[config.mk]
export PLATFORM = sky130hd
export DESIGN_NAME = mem_arb2
export DESIGN_NICKNAME = d
export VERILOG_FILES = /design/src/rtl/mem_arb2_pkg.sv /design/src/rtl/mem_arb2_burst_tracker.sv /design/src/rtl/mem_arb2.sv
export SDC_FILE = /design/constraint.sdc
export NUM_CORES = 1
export LEC_CHECK = 0
export BUFFER_PORTS_ARGS = -buffer_cell sky130_fd_sc_hd__buf_2
export CAP_MARGIN = 10
export CORE_AREA = 2 2 121 123
export CTS_CLUSTER_SIZE = 12
export DETAILED_ROUTE_END_ITERATION = 10
export DIE_AREA = 0 0 123 125
export PLACE_DENSITY = 0.55
export REMOVE_ABC_BUFFERS = 1
export SLEW_MARGIN = 20
export SYNTH_ARGS = -nofsm -noshare
export SYNTH_HDL_FRONTEND = slang
export SYNTH_SLANG_ARGS = --single-unit
[constraint.sdc]
create_clock -name clock -period 6.45 [get_ports clock]
set_input_delay 1.29 -clock clock [delete_from_list [all_inputs] [get_ports clock]]
set_output_delay 1.29 -clock clock [all_outputs]
set_load 0.05 [all_outputs]
[src/rtl/mem_arb2_pkg.sv]
`default_nettype none
// ============================================================================
// Module      : mem_arb2_pkg
// Description : Shared memory-system constants (return tags, burst length,
//               arbiter owner encodings) used by mem_arb2 and the SRAM ctrl.
// Revision    : 1.0
// ============================================================================
package mem_arb2_pkg;

    localparam int c_burst_length = 4;
    localparam int c_max_outst    = 2;

    // Return tag 0 is reserved for "no data on s_readdata this cycle"
    localparam logic [1:0] c_id_none = 2'd0;
    localparam logic [1:0] c_id_a    = 2'd1;
    localparam logic [1:0] c_id_b    = 2'd2;

    localparam int                 c_own_w    = 2;
    localparam logic [c_own_w-1:0] c_own_none = 2'd0;
    localparam logic [c_own_w-1:0] c_own_a    = 2'd1;
    localparam logic [c_own_w-1:0] c_own_b    = 2'd2;

endpackage
`default_nettype wire

[src/rtl/mem_arb2_burst_tracker.sv]
`default_nettype none
// ============================================================================
// Module      : burst_tracker
// Description : Per-master read bookkeeping: words received in the current
//               burst and number of unfinished bursts.
// Revision    : 1.0
// ============================================================================
module burst_tracker #(
    parameter int BURST_LENGTH = 4,
    parameter int MAX_OUTST    = 2
) (
    input  logic clock,
    input  logic rst,
    input  logic issue,
    input  logic ret_valid,
    output logic ret_busy
);

    localparam int c_wcnt_w  = (BURST_LENGTH > 1) ? $clog2(BURST_LENGTH) : 1;
    localparam int c_outst_w = $clog2(MAX_OUTST + 1);

    localparam logic [c_wcnt_w-1:0]  c_wcnt_last = c_wcnt_w'(BURST_LENGTH - 1);
    localparam logic [c_wcnt_w-1:0]  c_wcnt_one  = c_wcnt_w'(1);
    localparam logic [c_outst_w-1:0] c_outst_max = c_outst_w'(MAX_OUTST);
    localparam logic [c_outst_w-1:0] c_outst_one = c_outst_w'(1);

    logic [c_wcnt_w-1:0]  r_wcnt;
    logic [c_outst_w-1:0] r_outst;
    logic                 w_count;
    logic                 w_done;

    // Words arriving with nothing outstanding are strays; never let them
    // advance the word counter or drive outst below zero.
    assign w_count  = ret_valid && (r_outst != '0);
    assign w_done   = w_count && (r_wcnt == c_wcnt_last);
    assign ret_busy = (r_outst == c_outst_max);

    always_ff @(posedge clock) begin
        if (rst) begin
            r_wcnt  <= '0;
            r_outst <= '0;
        end else begin
            if (w_count) begin
                r_wcnt <= w_done ? '0 : (r_wcnt + c_wcnt_one);
            end
            if (issue && !w_done && (r_outst != c_outst_max)) begin
                r_outst <= r_outst + c_outst_one;
            end else if (w_done && !issue) begin
                r_outst <= r_outst - c_outst_one;
            end
        end
    end

    always_ff @(posedge clock) begin
        if (!rst) begin
            assert (!(ret_valid && (r_outst == '0)))
            else $error("burst_tracker: read return with no burst outstanding");
        end
    end

endmodule
`default_nettype wire

[src/rtl/mem_arb2.sv]
`default_nettype none
// ============================================================================
// Module      : mem_arb2
// Description : Two-master round-robin arbiter in front of an SRAM controller
//               with tagged, burst-oriented read returns.
// Revision    : 1.0
// ============================================================================
module mem_arb2
    import mem_arb2_pkg::*;
#(
    parameter int         BURST_LENGTH = c_burst_length,
    parameter int         MAX_OUTST    = c_max_outst,
    parameter logic [1:0] ID_A         = c_id_a,
    parameter logic [1:0] ID_B         = c_id_b
) (
    input  logic        clock,
    input  logic        rst,

    input  logic [29:0] ma_address,
    input  logic        ma_read,
    input  logic        ma_write,
    input  logic [31:0] ma_writedata,
    input  logic [3:0]  ma_writedatamask,
    output logic        ma_waitrequest,
    output logic [31:0] ma_readdata,
    output logic        ma_readdatavalid,

    input  logic [29:0] mb_address,
    input  logic        mb_read,
    input  logic        mb_write,
    input  logic [31:0] mb_writedata,
    input  logic [3:0]  mb_writedatamask,
    output logic        mb_waitrequest,
    output logic [31:0] mb_readdata,
    output logic        mb_readdatavalid,

    output logic [29:0] s_address,
    output logic        s_read,
    output logic        s_write,
    output logic [31:0] s_writedata,
    output logic [3:0]  s_writedatamask,
    output logic [1:0]  s_id,
    input  logic        s_waitrequest,
    input  logic [31:0] s_readdata,
    input  logic [1:0]  s_readdataid
);

    logic [c_own_w-1:0] r_owner;
    logic [c_own_w-1:0] r_last;
    logic [c_own_w-1:0] w_grant;
    logic [c_own_w-1:0] w_owner_nxt;
    logic [c_own_w-1:0] w_last_nxt;

    logic w_busy_a;
    logic w_busy_b;
    logic w_elig_a;
    logic w_elig_b;
    logic w_issue_a;
    logic w_issue_b;

    // Writes bypass the outstanding-read limit entirely
    assign w_elig_a = !rst && (ma_write || (ma_read && !w_busy_a));
    assign w_elig_b = !rst && (mb_write || (mb_read && !w_busy_b));

    always_ff @(posedge clock) begin
        if (rst) begin
            r_owner <= c_own_none;
            r_last  <= c_own_b;
        end else begin
            r_owner <= w_owner_nxt;
            r_last  <= w_last_nxt;
        end
    end

    always_comb begin
        w_grant         = r_owner;
        w_owner_nxt     = c_own_none;
        w_last_nxt      = r_last;
        s_address       = '0;
        s_read          = 1'b0;
        s_write         = 1'b0;
        s_writedata     = '0;
        s_writedatamask = '0;
        s_id            = c_id_none;

        if (rst) begin
            w_grant = c_own_none;
        end else if (r_owner == c_own_none) begin
            if (w_elig_a && w_elig_b) begin
                w_grant = (r_last == c_own_a) ? c_own_b : c_own_a;
            end else if (w_elig_a) begin
                w_grant = c_own_a;
            end else if (w_elig_b) begin
                w_grant = c_own_b;
            end
        end

        case (w_grant)
            c_own_a: begin
                s_address       = ma_address;
                s_read          = ma_read;
                s_write         = ma_write;
                s_writedata     = ma_writedata;
                s_writedatamask = ma_writedatamask;
                s_id            = ID_A;
            end
            c_own_b: begin
                s_address       = mb_address;
                s_read          = mb_read;
                s_write         = mb_write;
                s_writedata     = mb_writedata;
                s_writedatamask = mb_writedatamask;
                s_id            = ID_B;
            end
            default: ;
        endcase

        // Lock the grant only while a live request is stalled by the controller
        if ((w_grant != c_own_none) && (s_read || s_write)) begin
            if (s_waitrequest) begin
                w_owner_nxt = w_grant;
            end else begin
                w_last_nxt = w_grant;
            end
        end
    end

    assign ma_waitrequest = (w_grant == c_own_a) ? s_waitrequest : (ma_read || ma_write);
    assign mb_waitrequest = (w_grant == c_own_b) ? s_waitrequest : (mb_read || mb_write);

    assign w_issue_a = (w_grant == c_own_a) && s_read && !s_waitrequest;
    assign w_issue_b = (w_grant == c_own_b) && s_read && !s_waitrequest;

    assign ma_readdata      = s_readdata;
    assign mb_readdata      = s_readdata;
    assign ma_readdatavalid = !rst && (s_readdataid == ID_A);
    assign mb_readdatavalid = !rst && (s_readdataid == ID_B);

    burst_tracker #(
        .BURST_LENGTH (BURST_LENGTH),
        .MAX_OUTST    (MAX_OUTST)
    ) u_trk_a (
        .clock     (clock),
        .rst       (rst),
        .issue     (w_issue_a),
        .ret_valid (ma_readdatavalid),
        .ret_busy  (w_busy_a)
    );

    burst_tracker #(
        .BURST_LENGTH (BURST_LENGTH),
        .MAX_OUTST    (MAX_OUTST)
    ) u_trk_b (
        .clock     (clock),
        .rst       (rst),
        .issue     (w_issue_b),
        .ret_valid (mb_readdatavalid),
        .ret_busy  (w_busy_b)
    );

endmodule
`default_nettype wire

==> flow_metrics.tcl <==
set metrics [dict create \
    outcome "finished, final reports clean" \
    worstReg2RegStart "u_trk_a.r_outst[1]$_SDFFE_PP0P_" \
    ant_nets 0 \
    ys_top_cells_by_area "a22oi_1, buf_4, nor2_1" \
    grt_max_degree 55 \
    p_leak_uw 0.001516 \
    maxSlewHeadroom 0.5483 \
    avgSynthCellArea_um2 6.823 \
    synth_ff_type "dfxtp_1" \
    final_util 0.2141 \
    setup_viol 0 \
    swShare 0.4435 \
    combinationalPowerShare 0.533 \
    die_h_um 125 \
    cp-end-kind "output port" \
    fmax_mhz 188.9 \
    ir_worst_vdd_mv 0.09275 \
    synth_edf_count 0 \
    syn_area_um2 2183 \
    synth_seq_area_share 0.1100 \
    power.density_nw_per_um2 143.2 \
    crit_family "buffers and inverters" \
    critPathBufInv 3 \
    place_congestion 0.7942 \
    instances_no_fill 637 \
    min_period_over_period 0.8208 \
    hold_depth 2 \
    overflow 0 \
    start_util 0.1537 \
    crit_path_max_fanout 52 \
    yosysUniqueCellTypes 42 \
    rsz0062_at_grt "false" \
    antenna_found_initial 0 \
    h-tree-depth 1 \
    drc 0 \
    final_max_slew_viol_count 0 \
    final_area_um2 3040 \
    critical_path_class "in -> out" \
    synth_cells 320 \
    clkSinkCount 12 \
    crit_start "rst" \
    cts_tree "done" \
    startpoint_type "input port" \
    nets 634 \
    p_clk_frac 0.294 \
    finalPower_uw 435.2 \
    cts_max_path_buffers 2 \
    core_um2 14200 \
    grt_pass1_wl_um 14610 \
    hold_viol 0 \
    synth.most_common_cell "nor2_1" \
    seqPwrFrac 0.173 \
    cts_setup_buffers 0 \
    internal-power_uw 242.2 \
    grt_pass1_vias 2395 \
    path_cells "buf_2 -> or4_4 -> o221ai_1 -> ha_2 -> buf_12 -> a22oi_1 -> nor2_1 -> buf_2" \
    routed_wl_um 10850 \
    dieArea_um2 15380 \
    cts-root-buf "clkbuf_16" \
    portBuffers 214 \
    timing.setup.tns_ns 0 \
    multi_input_comb_area_um2 1341 \
    async_reset_ff_frac 0 \
    avgRoutedWirePerCell_um 17.03 \
    cp.required_ns 5.16 \
    num_vias 2884 \
    cp.depth 8 \
    cpPeakStageDelay_ns 0.59 \
    drive_above_1_share 0.5121 \
    dp_cells 633 \
    dr.pass1.iters 4 \
    worstMarginPinSlew_ns 0.6775 \
    regToRegEndpoint "u_trk_b.r_outst[0]$_SDFFE_PP0P_" \
    viasPerCell 4.527 \
    place_area_um2 2952 \
    row_count 44 \
    synth_top_area_share 0.2338 \
    slowest_stage "or4_4" \
    ys_top_cells_by_count "nor2_1, a22oi_1, buf_4" \
    insertion_delay_ns 0.24 \
    die_x_um 123 \
    hp-start "u_trk_a.r_wcnt[1]$_SDFFE_PP0P_" \
    worstPathArrival_ns 4.00 \
    ys_ff_latch 12 \
    maxCapViolations 0 \
    worst-r2r-setup-slack_ns 2.84 \
    cts_buffers 3 \
    n_antenna_cell 0 \
    area_growth_pct 39.26 \
    cp_common_cell "buf_2" \
    fillers 1599 \
    cts_hold_buffers 0 \
    dp_hpwl_um 8545 \
    switching_power_uw 193.1 \
    yosys_warnings 0 \
    synth.largest_area_cell "a22oi_1" \
    cts-resized-gates 0 \
    boundaryPins 311 \
    clk_pin_slew_ns 0.04 \
    gr-usage-all-layers 0.1248 \
    min_period_ns 5.294 \
    holdPathEnd "u_trk_a.r_wcnt[1]$_SDFFE_PP0P_" \
    drtIter0Drc 153 \
    hold_path.class "reg -> reg" \
    finClkSkew_ns 0.0005482 \
    reg2regPathDepth 9 \
    ff_latch_area_um2 240.2 \
]
## worst register-to-register path, delay by kind of cell, from the launching register on
family	cells	cell delay [ns]
buffers and inverters	1	0.36
adder cells (fa/ha/maj)	1	0.60
flip-flops	1	0.36
AO/OA/AOI/OAI	4	1.00
AND/OR/NAND/NOR	3	1.17
## sequential cells by signal, summed over array words and instances (netlist names)
| name | count |
|---|---|
| r_owner | 2 |
| r_last | 2 |
| u_trk_a.r_outst | 2 |
| u_trk_a.r_wcnt | 2 |
| u_trk_b.r_outst | 2 |
| u_trk_b.r_wcnt | 2 |
## cell usage in the layout, fill, tap and decap left out, types with 2 or more instances in the layout
master and n:
ha_2 2, nand2b_1 3, clkbuf_16 3, nor4_1 4, ha_1 5, nor3b_1 5, dfxtp_1 12, o221ai_1 2
nor2_1 75, buf_2 214, nand2_1 7, a211oi_1 3, a21oi_1 4, o21ai_0 7, a21o_1 2, a22oi_1 68
buf_4 3, nor3_1 2, inv_1 7
## metal layers
layer | wire length (um) | track usage | up-vias
li1 | - | - | 1345
met1 | 4461 | 0.1616 | 1307
met2 | 4512 | 0.1700 | 218
met3 | 1678 | 0.07984 | 10
met4 | 79 | 0.02139 | 4
met5 | 114 | 0.06250 | -
## through the flow
| step | setup WS [ns] | hold slack (ns) |
|---|---|---|
| finish | 1.156 | 0.4610 |
| global route | 0.9647 | 0.5040 |
| CTS | 1.159 | 0.4674 |
| detailed placement | 1.185 | 0.4591 |
| global placement | 1.204 | 0.4601 |
| floorplan | 0.3973 | 0.4397 |
## logic make-up after synthesis
logic type | count (synthesis) | synth area share
adders and majority gates | 7 | 0.04011
xor gates and xnor gates | 1 | 0.004012
AOI/OAI and AO/OA | 97 | 0.3404
buffers and inverters | 96 | 0.2779
and+or+nand+nor | 106 | 0.2229
muxes | 1 | 0.004585
DFF | 12 | 0.1100
## power groups by stage
| stage | logic (uW) | registers, uW | clock network (uW) |
|---|---|---|---|
| after floorplan | 143 | 76.5 | 0 |
| after global placement | 232 | 76.6 | 0 |
| after detailed placement | 232 | 76.6 | 0 |
| after CTS | 233 | 75.3 | 130 |
| after global routing | 249 | 75.2 | 136 |
| final | 232 | 75.3 | 128 |
## worst max path at each step
stage	slack, ns	endpoint
final	1.16	s_writedata[15]
after floorplan	0.40	s_read
after detailed placement	1.19	s_address[18]
after CTS	1.16	s_address[18]
after global routing	0.96	s_writedata[28]
after global placement	1.20	s_address[18]
## final cells by class
cell class              count  share of cell area
well taps                 184             0.07572
flip-flops and latches     12             0.07901
inverters                   7            0.008642
clock buffers               4             0.02922
repair buffers            218              0.3663
multi-input cells         212              0.4412
(Power assumes the default switching activity.)
